$ cat config.mk
export PLATFORM = sky130hd
export DESIGN_NAME = seq_control_unit_flat
export DESIGN_NICKNAME = d
export VERILOG_FILES = /design/src/rtl/seq_control_unit_if.sv /design/src/rtl/seq_control_unit.sv /design/src/flat_wrapper.sv
export SDC_FILE = /design/constraint.sdc
export NUM_CORES = 1
export LEC_CHECK = 0
export ABC_AREA = 1
export BUFFER_PORTS_ARGS = -buffer_cell sky130_fd_sc_hd__buf_2
export CAP_MARGIN = 0
export CORE_MARGIN = 2
export CORE_UTILIZATION = 53
export CTS_BUF_LIST = sky130_fd_sc_hd__clkbuf_4
export DETAILED_ROUTE_END_ITERATION = 12
export HOLD_SLACK_MARGIN = 0.08
export PLACE_DENSITY_LB_ADDON = 0.12
export SLEW_MARGIN = 30
export SYNTH_ARGS = -nofsm -noshare
export SYNTH_HDL_FRONTEND = slang
export SYNTH_SLANG_ARGS = --single-unit
export TNS_END_PERCENT = 50
$ cat constraint.sdc
create_clock -name clk -period 2.8 [get_ports clk]
set_input_delay 0 -clock clk [delete_from_list [all_inputs] [get_ports clk]]
set_output_delay 0 -clock clk [all_outputs]
set_load 0.01 [all_outputs]
$ cat src/rtl/seq_control_unit_if.sv
// ID-stage control bundle between the decode stage (master) and the
// sequencing control unit (slave): instruction fields in, control out.
interface seq_control_unit_if #(
  parameter int NUM_REGS = 16,
  parameter int CMD_W    = 4,
  parameter int OFF_W    = 8
);
  localparam int REG_W = $clog2(NUM_REGS);

  logic                freeze;
  logic                instr_valid;
  logic [1:0]          mode;
  logic [3:0]          opcode;
  logic                s_in;
  logic [NUM_REGS-1:0] reg_list;

  logic                b;
  logic                s_out;
  logic                wb_en;
  logic                mem_r_en;
  logic                mem_w_en;
  logic [CMD_W-1:0]    exe_cmd;
  logic [REG_W-1:0]    xfer_reg;
  logic [OFF_W-1:0]    addr_offset;
  logic                stall;

  modport master (
    output freeze, instr_valid, mode, opcode, s_in, reg_list,
    input  b, s_out, wb_en, mem_r_en, mem_w_en, exe_cmd, xfer_reg,
           addr_offset, stall
  );

  modport slave (
    input  freeze, instr_valid, mode, opcode, s_in, reg_list,
    output b, s_out, wb_en, mem_r_en, mem_w_en, exe_cmd, xfer_reg,
           addr_offset, stall
  );
endinterface

$ cat src/rtl/seq_control_unit.sv
// ID-stage control unit with sequencing for block transfers (LDM/STM),
// one memory beat per cycle in ascending register order.
// Optional feature macro: MULTI_CYCLE_MUL_EN adds a multi-cycle MUL
// (mode 11, opcode 0000) lasting MUL_LATENCY cycles.
module seq_control_unit #(
  parameter int NUM_REGS = 16,
  parameter int CMD_W    = 4,
  parameter int OFF_W    = 8
`ifdef MULTI_CYCLE_MUL_EN
  , parameter int MUL_LATENCY = 3
`endif
) (
  input logic              clk,
  input logic              rst,
  seq_control_unit_if.slave bus
);
  localparam int REG_W = $clog2(NUM_REGS);

`ifdef MULTI_CYCLE_MUL_EN
  localparam int CNT_W = $clog2(MUL_LATENCY);
  typedef enum logic [1:0] {IDLE, XFER, MUL} state_t;
  logic [CNT_W-1:0] mul_cnt, mul_cnt_next;
`else
  typedef enum logic {IDLE, XFER} state_t;
`endif

  state_t              state, state_next;
  logic [NUM_REGS-1:0] pending, pending_next;
  logic [REG_W-1:0]    beat, beat_next;
  logic                is_load, is_load_next;
  logic [NUM_REGS-1:0] first_rest;
  logic [NUM_REGS-1:0] pend_rest;

  // Index of the lowest set bit; the loop runs downward so the lowest wins.
  function automatic logic [REG_W-1:0] lowest_index(input logic [NUM_REGS-1:0] v);
    lowest_index = '0;
    for (int i = NUM_REGS - 1; i >= 0; i--) begin
      if (v[i]) lowest_index = REG_W'(i);
    end
  endfunction

  // Byte offset of a beat: four bytes per register, wrapping at OFF_W bits.
  function automatic logic [OFF_W-1:0] beat_offset(input logic [REG_W-1:0] idx);
    beat_offset = OFF_W'({idx, 2'b00});
  endfunction

  // Register lists with their lowest bit removed (the beat being issued now).
  assign first_rest = bus.reg_list & (bus.reg_list - NUM_REGS'(1));
  assign pend_rest  = pending & (pending - NUM_REGS'(1));

  // Sequencer state; reset abandons any transfer in flight.
  always_ff @(posedge clk or posedge rst) begin
    if (rst) begin
      state   <= IDLE;
      pending <= '0;
      beat    <= '0;
      is_load <= 1'b0;
`ifdef MULTI_CYCLE_MUL_EN
      mul_cnt <= '0;
`endif
    end else begin
      state   <= state_next;
      pending <= pending_next;
      beat    <= beat_next;
      is_load <= is_load_next;
`ifdef MULTI_CYCLE_MUL_EN
      mul_cnt <= mul_cnt_next;
`endif
    end
  end

  // Decode, beat issue and next-state selection; everything stays 0 under reset.
  always_comb begin
    bus.b           = 1'b0;
    bus.s_out       = 1'b0;
    bus.wb_en       = 1'b0;
    bus.mem_r_en    = 1'b0;
    bus.mem_w_en    = 1'b0;
    bus.exe_cmd     = '0;
    bus.xfer_reg    = '0;
    bus.addr_offset = '0;
    bus.stall       = 1'b0;
    state_next      = state;
    pending_next    = pending;
    beat_next       = beat;
    is_load_next    = is_load;
`ifdef MULTI_CYCLE_MUL_EN
    mul_cnt_next    = mul_cnt;
`endif
    if (!rst) begin
      case (state)
        IDLE: begin
          if (bus.instr_valid && !bus.freeze) begin
            bus.b = (bus.mode == 2'b10);
            case (bus.mode)
              2'b00: begin
                bus.wb_en = 1'b1;
                bus.s_out = bus.s_in;
                case (bus.opcode)
                  4'hD: bus.exe_cmd = CMD_W'(4'd1);
                  4'hF: bus.exe_cmd = CMD_W'(4'd9);
                  4'h4: bus.exe_cmd = CMD_W'(4'd2);
                  4'h5: bus.exe_cmd = CMD_W'(4'd3);
                  4'h2: bus.exe_cmd = CMD_W'(4'd4);
                  4'h6: bus.exe_cmd = CMD_W'(4'd5);
                  4'h0: bus.exe_cmd = CMD_W'(4'd6);
                  4'hC: bus.exe_cmd = CMD_W'(4'd7);
                  4'h1: bus.exe_cmd = CMD_W'(4'd8);
                  4'hA: begin
                    bus.exe_cmd = CMD_W'(4'd4);
                    bus.wb_en   = 1'b0;
                  end
                  4'h8: begin
                    bus.exe_cmd = CMD_W'(4'd6);
                    bus.wb_en   = 1'b0;
                  end
                  default: begin
                    bus.wb_en = 1'b0;
                    bus.s_out = 1'b0;
                  end
                endcase
              end
              2'b01: begin
                if (bus.opcode == 4'b0010) begin
                  bus.exe_cmd  = CMD_W'(4'd2);
                  bus.mem_r_en = !bus.s_in;
                  bus.wb_en    = !bus.s_in;
                  bus.mem_w_en = bus.s_in;
                end else if (bus.opcode == 4'b0100 && bus.reg_list != '0) begin
                  bus.exe_cmd  = CMD_W'(4'd2);
                  bus.xfer_reg = lowest_index(bus.reg_list);
                  bus.mem_r_en = bus.s_in;
                  bus.wb_en    = bus.s_in;
                  bus.mem_w_en = !bus.s_in;
                  if (first_rest != '0) begin
                    bus.stall    = 1'b1;
                    pending_next = first_rest;
                    beat_next    = REG_W'(1);
                    is_load_next = bus.s_in;
                    state_next   = XFER;
                  end
                end
              end
`ifdef MULTI_CYCLE_MUL_EN
              2'b11: begin
                if (bus.opcode == 4'b0000) begin
                  bus.exe_cmd  = CMD_W'(4'b1010);
                  bus.stall    = 1'b1;
                  mul_cnt_next = CNT_W'(MUL_LATENCY - 1);
                  state_next   = MUL;
                end
              end
`endif
              default: ;
            endcase
          end
        end
        XFER: begin
          if (bus.freeze) begin
            bus.stall = 1'b1;
          end else begin
            bus.exe_cmd     = CMD_W'(4'd2);
            bus.xfer_reg    = lowest_index(pending);
            bus.addr_offset = beat_offset(beat);
            bus.mem_r_en    = is_load;
            bus.wb_en       = is_load;
            bus.mem_w_en    = !is_load;
            pending_next    = pend_rest;
            if (pend_rest != '0) begin
              bus.stall = 1'b1;
              beat_next = beat + REG_W'(1);
            end else begin
              beat_next  = '0;
              state_next = IDLE;
            end
          end
        end
`ifdef MULTI_CYCLE_MUL_EN
        MUL: begin
          if (bus.freeze) begin
            bus.stall = 1'b1;
          end else begin
            bus.exe_cmd = CMD_W'(4'b1010);
            if (mul_cnt == CNT_W'(1)) begin
              bus.wb_en    = 1'b1;
              mul_cnt_next = '0;
              state_next   = IDLE;
            end else begin
              bus.stall    = 1'b1;
              mul_cnt_next = mul_cnt - CNT_W'(1);
            end
          end
        end
`endif
        default: state_next = IDLE;
      endcase
    end
  end
endmodule

$ cat src/flat_wrapper.sv
// flat-port wrapper written by rule: the top's interface ports become plain ports
module seq_control_unit_flat 
#(
  parameter int NUM_REGS = 16,
  parameter int CMD_W    = 4,
  parameter int OFF_W    = 8

)
  (clk, rst, bus_freeze, bus_instr_valid, bus_mode, bus_opcode, bus_s_in, bus_reg_list, bus_b, bus_s_out, bus_wb_en, bus_mem_r_en, bus_mem_w_en, bus_exe_cmd, bus_xfer_reg, bus_addr_offset, bus_stall);
  seq_control_unit_if #(.NUM_REGS(NUM_REGS), .CMD_W(CMD_W), .OFF_W(OFF_W)) bus_i ();
  input logic clk;
  input logic rst;
  input wire logic [$bits(bus_i.freeze)-1:0] bus_freeze;
  input wire logic [$bits(bus_i.instr_valid)-1:0] bus_instr_valid;
  input wire logic [$bits(bus_i.mode)-1:0] bus_mode;
  input wire logic [$bits(bus_i.opcode)-1:0] bus_opcode;
  input wire logic [$bits(bus_i.s_in)-1:0] bus_s_in;
  input wire logic [$bits(bus_i.reg_list)-1:0] bus_reg_list;
  output wire logic [$bits(bus_i.b)-1:0] bus_b;
  output wire logic [$bits(bus_i.s_out)-1:0] bus_s_out;
  output wire logic [$bits(bus_i.wb_en)-1:0] bus_wb_en;
  output wire logic [$bits(bus_i.mem_r_en)-1:0] bus_mem_r_en;
  output wire logic [$bits(bus_i.mem_w_en)-1:0] bus_mem_w_en;
  output wire logic [$bits(bus_i.exe_cmd)-1:0] bus_exe_cmd;
  output wire logic [$bits(bus_i.xfer_reg)-1:0] bus_xfer_reg;
  output wire logic [$bits(bus_i.addr_offset)-1:0] bus_addr_offset;
  output wire logic [$bits(bus_i.stall)-1:0] bus_stall;
  assign bus_i.freeze = bus_freeze;
  assign bus_i.instr_valid = bus_instr_valid;
  assign bus_i.mode = bus_mode;
  assign bus_i.opcode = bus_opcode;
  assign bus_i.s_in = bus_s_in;
  assign bus_i.reg_list = bus_reg_list;
  assign bus_b = bus_i.b;
  assign bus_s_out = bus_i.s_out;
  assign bus_wb_en = bus_i.wb_en;
  assign bus_mem_r_en = bus_i.mem_r_en;
  assign bus_mem_w_en = bus_i.mem_w_en;
  assign bus_exe_cmd = bus_i.exe_cmd;
  assign bus_xfer_reg = bus_i.xfer_reg;
  assign bus_addr_offset = bus_i.addr_offset;
  assign bus_stall = bus_i.stall;
  seq_control_unit #(.NUM_REGS(NUM_REGS), .CMD_W(CMD_W), .OFF_W(OFF_W)) u_core (.clk(clk), .rst(rst), .bus(bus_i));
endmodule
==> impl_metrics.env <==
export IMPL_cts_resized=0
export IMPL_numPortBuffers=44
export IMPL_die_x_um=68.5
export IMPL_synth_xor_area_share_pct=0.794
export IMPL_via_per_inst=5.15
export IMPL_cts_tree="built"
export IMPL_cp_start_kind="flip-flop"
export IMPL_synth_top_family_by_area="simple AND/OR/NAND/NOR gates"
export IMPL_drive_gt1_share_pct=15.8
export IMPL_synth_top_area_share_pct=23.8
export IMPL_htreeDepth=1
export IMPL_cts_setup_buffers=0
export IMPL_tightestPinTransition_ps=551
export IMPL_vias=2508
export IMPL_ant_nets=0
export IMPL_hold_buffers=10
export IMPL_overflow=0
export IMPL_path_clk_slew_ps=130
export IMPL_use_met3_pct=1.46
export IMPL_slew_limit_headroom_pct=63.3
export IMPL_post_route_drc_count=0
export IMPL_rows=23
export IMPL_cts_buffer_depth=2
export IMPL_grt_pass1_wl_um=9400
export IMPL_yosys_area_share_simple_pct=41.6
export IMPL_synth_edf_count=0
export IMPL_fmax_ghz=0.403
export IMPL_antenna_found_initial=0
export IMPL_antenna_cells=0
export IMPL_grt_busiest_layer="met2"
export IMPL_die_y_um=68.5
export IMPL_setup_viol_count_final=0
export IMPL_ios=49
export IMPL_routed_wirelength_um=5580
export IMPL_first_pass_iters=4
export IMPL_wl_per_cell_um=11.4
export IMPL_crit_start="u_core.pending[2]"
export IMPL_root_buffer="clkbuf_4"
export IMPL_yosysUniqueCellTypes=37
export IMPL_cp_arrival_ps=2480
export IMPL_synth_adder_area_share_pct=0.567
export IMPL_synth_most_common_cell="nand2_1"
export IMPL_dpl_cell_area_um2=2430
export IMPL_numCtsBuffers=3
export IMPL_total_leakage_power_nw=1.42
export IMPL_syn_area_um2=2210
export IMPL_crit_required_ps=2800
export IMPL_grt_max_degree=34
export IMPL_synthMuxAreaShare_pct=0
export IMPL_synth_area_per_cell_um2=5.73
export IMPL_dieArea_um2=4690
export IMPL_p_per_area_nw_per_um2=639
export IMPL_start_util_pct=55.1
export IMPL_min_period_over_period_pct=88.7
export IMPL_synth_compound_area_share_pct=19.0
export IMPL_r2r_start="u_core.pending[2]"
export IMPL_holdCritPathClass="input port to flip-flop"
export IMPL_core_um2=4000
export IMPL_synth_seq_cells=21
export IMPL_grt_pass1_vias=2155
export IMPL_dpl_hpwl_um=4400
export IMPL_yosys_top_cells_area="dfrtp_1 (24%), nand2_1 (19%), inv_1 (9.5%)"
export IMPL_drv_cap=0
export IMPL_slew_viol_final=0
export IMPL_synth_common_cells="nand2_1 (112), inv_1 (56), nor2_1 (52), a21oi_1 (22), dfrtp_1 (21)"
export IMPL_ir_drop_uv=240
export IMPL_fin_skew_ps=1.89
export IMPL_met1_usage_pct=37.0
export IMPL_area_delta_synth_final_pct=16.3
export IMPL_met2_usage_pct=42.8
export IMPL_ys_warn_count=0
export IMPL_gp_congestion=0.950
export IMPL_n_fill_cell=390
export IMPL_rsz0062_at_grt="no"
export IMPL_status="completed"
export IMPL_ys_seq_area_share_pct=23.8
export IMPL_nNetsFinal=466
export IMPL_first_iter_violations=182
export IMPL_gr_usage_all_layers_pct=25.8
export IMPL_yosys_area_top_type="dfrtp_1"
export IMPL_finalHoldViolations=0
export IMPL_worstSkewPairLatency_ps=310
export IMPL_critPathKind="flip-flop to output port"
export IMPL_power_mw=1.64
export IMPL_hold_slack_ps=92.5
export IMPL_tns_ps=0
export IMPL_fin_crit_ps=2480
export IMPL_crit_path_end_kind="output port"
export IMPL_synthesis_instances=385
export IMPL_ys_flop_type="dfrtp_1"
export IMPL_ys_async_sr_fraction_pct=100
export IMPL_hold_start="bus_reg_list[15]"
export IMPL_cts_sinks=21
export IMPL_critical_path_max_fanout=5
export IMPL_design_area_um2=2560
path summary, 6_finish.rpt:
path	to	slack (ps)	cells after the start
worst max-delay path	bus_stall	320	11
worst min-delay path	u_core.pending[15]	90	5
worst max register to register	u_core.state	610	10
worst min register to register	u_core.beat[3]	520	2
max in group asynchronous	u_core.pending[7]	2250	4
min in group asynchronous	u_core.is_load	330	4
power breakdown:
part / internal, mW / total (mW) / switching (mW)
clock: 0.0654 / 0.167 / 0.101
combinational: 0.325 / 0.901 / 0.576
sequential: 0.424 / 0.571 / 0.147
through the flow:
step	utilization, %	std cells	setup slack [ps]
4_1_cts	64.1	487	375
6_report	64.1	487	316
2_1_floorplan	-	388	1040
3_5_place_dp	60.9	473	633
3_3_place_gp	60.9	473	673
5_1_grt	64.1	487	95.2
per-layer routing:
metal / vias up / wire, um
met3: 5 / 175
met4: 0 / 47
li1: 1332 / -
met5: - / 0
met1: 1122 / 2790
met2: 49 / 2560
logic make-up (layout without fill, tap and decap cells):
logic type,count (synthesis),after routing
adders and majority gates,1,1
AOI/OAI and AO/OA,77,77
xor gates and xnor gates,2,2
and+or+nand+nor,211,211
other,1,4
DFF,21,21
buffers and inverters,72,121
cell usage in the layout, fill, tap and decap left out:
| cell | count |
|---|---|
| a21boi_0 | 1 |
| nor2_1 | 52 |
| a21boi_1 | 1 |
| nand3b_1 | 2 |
| o21ai_2 | 1 |
| buf_4 | 2 |
| inv_1 | 56 |
| nand3_1 | 18 |
| a21oi_1 | 22 |
| nor3b_1 | 1 |
| nor3_1 | 5 |
| clkinv_2 | 1 |
| buf_2 | 44 |
| dfrtp_1 | 21 |
| dlygate4sd3_1 | 10 |
| ha_1 | 1 |
| o21a_1 | 2 |
| o21ai_1 | 18 |
| conb_1 | 4 |
| o211ai_1 | 2 |
| o31ai_1 | 2 |
| nor2_4 | 3 |
| nand4_1 | 5 |
| nor3_2 | 1 |
| o22ai_1 | 1 |
| nand3_2 | 1 |
| o21ai_0 | 20 |
| nand2_2 | 3 |
| nand2_1 | 112 |
| nor2_2 | 3 |
| nand2_4 | 2 |
| inv_2 | 4 |
| a31oi_1 | 7 |
| clkbuf_4 | 4 |
| nor4_1 | 2 |
| xor2_1 | 2 |
| and3_1 | 1 |
registers in the layout, indices dropped and copies added, names as in the netlist:
| register | cells |
|---|---|
| u_core.is_load | 1 |
| u_core.pending | 15 |
| u_core.beat | 4 |
| u_core.state | 1 |
layout make-up:
cell class	count	area [um2]	area share, %
Multi-Input combinational cell	295	1380	53.9
Sequential cell	21	526	20.5
Timing Repair Buffer	56	335	13.1
Inverter	61	230	8.98
Tap cell	50	62.6	2.44
Clock buffer	4	30.0	1.17
worst max-delay path, stage by stage (launching register included):
cell	delay, ps
dfrtp_1	440
nor2_1	140
nand2_1	150
nor2_4	200
nand2_1	140
o21ai_1	220
nand4_1	110
nor2_1	100
nand3_1	230
o21ai_1	240
nand2_1	70
buf_2	140
No activity file was read; power rests on OpenSTA's default activity.
